$ cat config.mk
export PLATFORM = sky130hd
export DESIGN_NAME = crc32_core_flat
export DESIGN_NICKNAME = d
export VERILOG_FILES = /design/src/rtl/crc32_core_if.sv /design/src/rtl/crc32_core.sv /design/src/flat_wrapper.sv
export SDC_FILE = /design/constraint.sdc
export NUM_CORES = 1
export LEC_CHECK = 0
export ABC_AREA = 1
export BUFFER_PORTS_ARGS = -buffer_cell sky130_fd_sc_hd__buf_2
export CORE_UTILIZATION = 45
export CTS_CLUSTER_SIZE = 24
export DETAILED_ROUTE_END_ITERATION = 8
export GPL_TIMING_DRIVEN = 0
export PLACE_DENSITY = 0.66
export SLEW_MARGIN = 0
export SYNTH_ARGS = -nofsm -noshare
export SYNTH_HDL_FRONTEND = slang
export SYNTH_SLANG_ARGS = --single-unit
export TNS_END_PERCENT = 5
$ cat constraint.sdc
create_clock -name clk -period 2.19 [get_ports clk]
set_input_delay 0.1095 -clock clk [delete_from_list [all_inputs] [get_ports clk]]
set_output_delay 0.1095 -clock clk [all_outputs]
set_load 0.005 [all_outputs]
$ cat src/rtl/crc32_core_if.sv
// CPU-side MMIO slave bus for crc32_core.
// Single-cycle cs/we access, read data and ready returned combinationally.
interface crc32_core_if;
  logic        cs;
  logic        we;
  logic [7:0]  address;
  logic [31:0] write_data;
  logic [31:0] read_data;
  logic        ready;

  modport master (
    output cs, we, address, write_data,
    input  read_data, ready
  );

  modport slave (
    input  cs, we, address, write_data,
    output read_data, ready
  );
endinterface

$ cat src/rtl/crc32_core.sv
// Reflected CRC-32 (IEEE 802.3) MMIO core.
// Bytes are folded into the CRC one per cycle, LSB first.
module crc32_core #(
  parameter logic [31:0] CORE_VERSION = 32'h00000001
) (
  input  logic        clk,
  input  logic        reset_n,
  crc32_core_if.slave bus
);

  localparam logic [31:0] POLY  = 32'hEDB88320;
  localparam logic [31:0] NAME0 = 32'h63726333;
  localparam logic [31:0] NAME1 = 32'h32202020;

  localparam logic [7:0] A_NAME0   = 8'h00;
  localparam logic [7:0] A_NAME1   = 8'h01;
  localparam logic [7:0] A_VERSION = 8'h02;
  localparam logic [7:0] A_CTRL    = 8'h08;
  localparam logic [7:0] A_STATUS  = 8'h09;
  localparam logic [7:0] A_WORD    = 8'h10;
  localparam logic [7:0] A_BYTE    = 8'h11;
  localparam logic [7:0] A_RESULT  = 8'h20;

  typedef enum logic {
    IDLE,
    BUSY
  } state_t;

  state_t      state;
  logic [31:0] crc_reg;
  logic [31:0] shift_reg;
  logic [2:0]  byte_cnt;
  logic        error;

  logic wr;
  logic init;
  logic wr_word;
  logic wr_byte;
  logic data_wr;
  logic idle;

  assign wr      = bus.cs & bus.we;
  assign init    = wr & (bus.address == A_CTRL) & bus.write_data[0];
  assign wr_word = wr & (bus.address == A_WORD);
  assign wr_byte = wr & (bus.address == A_BYTE);
  assign data_wr = wr_word | wr_byte;
  assign idle    = (state == IDLE);

  function automatic logic [31:0] crc_byte(
    input logic [31:0] c,
    input logic [7:0]  d
  );
    logic [31:0] r;
    r = c;
    for (int i = 0; i < 8; i++) begin
      r = (r >> 1) ^ (POLY & {32{r[0] ^ d[i]}});
    end
    return r;
  endfunction

  always_ff @(posedge clk) begin
    if (!reset_n) begin
      state     <= IDLE;
      crc_reg   <= 32'hFFFFFFFF;
      shift_reg <= '0;
      byte_cnt  <= '0;
      error     <= 1'b0;
    end else if (init) begin
      state    <= IDLE;
      crc_reg  <= 32'hFFFFFFFF;
      byte_cnt <= '0;
      error    <= 1'b0;
    end else begin
      unique case (state)
        IDLE: begin
          if (data_wr) begin
            shift_reg <= bus.write_data;
            byte_cnt  <= wr_word ? 3'd4 : 3'd1;
            state     <= BUSY;
          end
        end
        BUSY: begin
          crc_reg   <= crc_byte(crc_reg, shift_reg[7:0]);
          shift_reg <= shift_reg >> 8;
          byte_cnt  <= byte_cnt - 3'd1;
          if (byte_cnt == 3'd1) state <= IDLE;
          // a second data write cannot be queued; flag it and drop it
          if (data_wr) error <= 1'b1;
        end
        default: state <= IDLE;
      endcase
    end
  end

  always_comb begin
    bus.read_data = '0;
    unique case (1'b1)
      (bus.address == A_NAME0):   bus.read_data = NAME0;
      (bus.address == A_NAME1):   bus.read_data = NAME1;
      (bus.address == A_VERSION): bus.read_data = CORE_VERSION;
      (bus.address == A_STATUS):  bus.read_data = {30'b0, error, idle};
      (bus.address == A_RESULT):  bus.read_data = ~crc_reg;
      default:                    bus.read_data = '0;
    endcase
  end

  assign bus.ready = bus.cs;

endmodule

$ cat src/flat_wrapper.sv
// flat-port wrapper written by rule: the top's interface ports become plain ports
module crc32_core_flat 
#(
  parameter logic [31:0] CORE_VERSION = 32'h00000001
)
  (clk, reset_n, bus_cs, bus_we, bus_address, bus_write_data, bus_read_data, bus_ready);
  crc32_core_if bus_i ();
  input  logic clk;
  input  logic reset_n;
  input wire logic [$bits(bus_i.cs)-1:0] bus_cs;
  input wire logic [$bits(bus_i.we)-1:0] bus_we;
  input wire logic [$bits(bus_i.address)-1:0] bus_address;
  input wire logic [$bits(bus_i.write_data)-1:0] bus_write_data;
  output wire logic [$bits(bus_i.read_data)-1:0] bus_read_data;
  output wire logic [$bits(bus_i.ready)-1:0] bus_ready;
  assign bus_i.cs = bus_cs;
  assign bus_i.we = bus_we;
  assign bus_i.address = bus_address;
  assign bus_i.write_data = bus_write_data;
  assign bus_read_data = bus_i.read_data;
  assign bus_ready = bus_i.ready;
  crc32_core #(.CORE_VERSION(CORE_VERSION)) u_core (.clk(clk), .reset_n(reset_n), .bus(bus_i));
endmodule
==> impl_metrics.tcl <==
set metrics [dict create \
    slew_violations 0 \
    insertion_delay_ps 350 \
    rsz0062_at_grt "no" \
    post_cts_buffers 0 \
    grt_max_degree 15 \
    area_growth_pct 16.0 \
    ys_seq_area_share_pct 31.0 \
    min_from "bus_write_data[27]" \
    post-place-cells 878 \
    relSlewSlack_pct 39.4 \
    drt_pass1_iterations 5 \
    synthXorXnorAreaFrac_pct 5.30 \
    h-tree-depth 3 \
    max_freq_mhz 552 \
    io_pins 77 \
    arrival_ps 1700 \
    period_share_pct 82.7 \
    synthDistinctLibCells 33 \
    synth_nets 720 \
    ys.flop_type "dfxtp_1" \
    synth_edf_count 0 \
    final.setup.tns_ps 0 \
    core_area_um2 9420 \
    nFillCells 956 \
    place_hpwl_um 9820 \
    synth.avg_cell_area_um2 6.62 \
    cts.sinks 69 \
    grt_overflow 0 \
    cp.required_ps 2080 \
    drive_gt1_share_pct 20.4 \
    synth.most_common_cell "nand2_1" \
    power_leakage_nw 2.37 \
    die_y_um 102 \
    status "completed" \
    nets 805 \
    hold_viol 0 \
    synth_mux_area_share_pct 5.39 \
    worstMarginPinSlew_ps 899 \
    antennaDiodeCount 0 \
    route.met2.wl_um 6160 \
    clockBufferDepth 2 \
    synth_top_family_by_area "simple AND/OR/NAND/NOR gates" \
    synthTopCellsByArea "dfxtp_1, nand2_1, nand3_1" \
    synth-simple-area-share_pct 35.9 \
    finalWirelength_um 13100 \
    clockRootBuffer "clkbuf_8" \
    layout.cells.non_filler 893 \
    grt_pass1_vias 4388 \
    synth_common_cells "nand2_1, nand3_1, dfxtp_1, a21oi_1, nor2_1" \
    drc 0 \
    p_total_mw 2.44 \
    netlist_instances 674 \
    synth_compound_area_share_pct 12.7 \
    wl_met1_um 5610 \
    power_density_nw_per_um2 471 \
    ys_warn_count 0 \
    finClkSkew_ps 7.30 \
    setup_viol 0 \
    r2r_start "u_core.state" \
    cp-start-kind "input port" \
    synth_top_area_share_pct 31.0 \
    routed_via_density 5.16 \
    routedWlPerCell_um 14.7 \
    vias 4612 \
    multi_input_area_um2 2670 \
    synth_seq_cells 69 \
    cap_violations 0 \
    dieArea_um2 10300 \
    ctsHoldBuffers 0 \
    highest_layer "met4" \
    drt_iter0_drc 236 \
    ant_nets 0 \
    crit_start "bus_address[1]" \
    cts-buffers-inserted 9 \
    grt_pass1_wl_um 21300 \
    ys_async_sr_fraction_pct 0 \
    path_clk_slew_ps 80 \
    start_util_pct 47.4 \
    synthesis.area_um2 4460 \
    die_w_um 102 \
    wl_met3_um 923 \
    floorplan.rows 35 \
    gp_congestion 0.925 \
    postCtsResizedCells 0 \
    ir_worst_vdd_uv 293 \
    grt_use_total_pct 26.8 \
    port_buffers 75 \
    area.sequential_um2 1380 \
    crit_fanout 5 \
    fin_crit_ps 1810 \
    yosys.area.top_type "dfxtp_1" \
    cts_tree "yes" \
    synth-adder-area-share_pct 0.561 \
    antenna_found_initial 0 \
    hold_class "in -> reg" \
    worstSetupEndpointType "primary output" \
    critical_path_class "in -> out" \
]
==> through the flow <==
step | instance area (um^2) | setup WS (ps) | utilization (%) | hold slack [ps]
finish | 5170 | 378 | 55.0 | 89.9
global route | 5170 | 329 | 55.0 | 106
CTS | 5180 | 60.1 | 55.0 | 75.8
detailed placement | 5000 | 440 | 53.1 | 451
global placement | 5000 | 408 | 53.1 | 439
floorplan | 4460 | 897 | - | 300
==> cells in the final DEF (no fill, tap or decap), types with 2 or more instances in the layout <==
cell type,instances
nand3_2,3
nand3_1,77
clkbuf_8,9
ha_1,2
nand2_4,2
xor2_1,17
clkinvlp_4,2
nor2_4,2
inv_2,6
dfxtp_1,69
inv_1,37
nor2_1,57
clkbuf_1,11
o21ai_0,31
o221ai_1,2
or2_2,5
nor2_2,3
a21oi_1,58
buf_2,85
mux2i_1,24
inv_6,2
xnor2_1,10
nand2_1,200
a21oi_2,10
nand3b_1,3
nand4_1,4
buf_6,10
buf_4,3
nand2_2,10
==> routing by layer <==
metal	GRT usage (%)	vias to the layer above
li1	-	2367
met1	32.0	2071
met2	46.3	147
met3	6.56	27
met4	10.4	0
met5	0	-
==> kinds of logic after synthesis <==
group | count (synthesis)
adder cells (fa/ha/maj) | 2
flip-flops | 69
AO/OA/AOI/OAI | 103
XOR/XNOR | 27
buffers and inverters | 80
AND/OR/NAND/NOR | 369
multiplexers | 24
==> worst paths after layout <==
path / end / slack (ps) / cells after the start
worst min register to register: u_core.byte_cnt[1] / 470 / 2
worst max-delay path: bus_read_data[29] / 380 / 7
worst min-delay path: u_core.shift_reg[27] / 90 / 5
worst max register to register: u_core.crc_reg[0] / 390 / 6
==> worst max-delay path, stage by stage <==
cell,delay [ps]
buf_2,130
inv_1,60
nand3_1,110
inv_1,70
o21ai_0,710
o21ai_0,310
buf_2,210
==> cell type report <==
type	instances	area share, %
Timing Repair Buffer	75	7.25
Inverter	43	3.12
Multi-Input combinational cell	525	51.6
Buffer	36	4.74
Clock buffer	9	2.39
Tap cell	129	3.12
Sequential cell	69	26.7
Clock inverter	7	1.11
==> where the power goes <==
group / total (mW) / switching (mW) / leakage, nW / internal (mW)
Combinational: 0.181 / 0.108 / 1.72 / 0.0732
Clock: 0.996 / 0.569 / 0.0881 / 0.426
Sequential: 1.26 / 0.00447 / 0.557 / 1.26
Note: power is estimated with default switching activity, not from simulation.
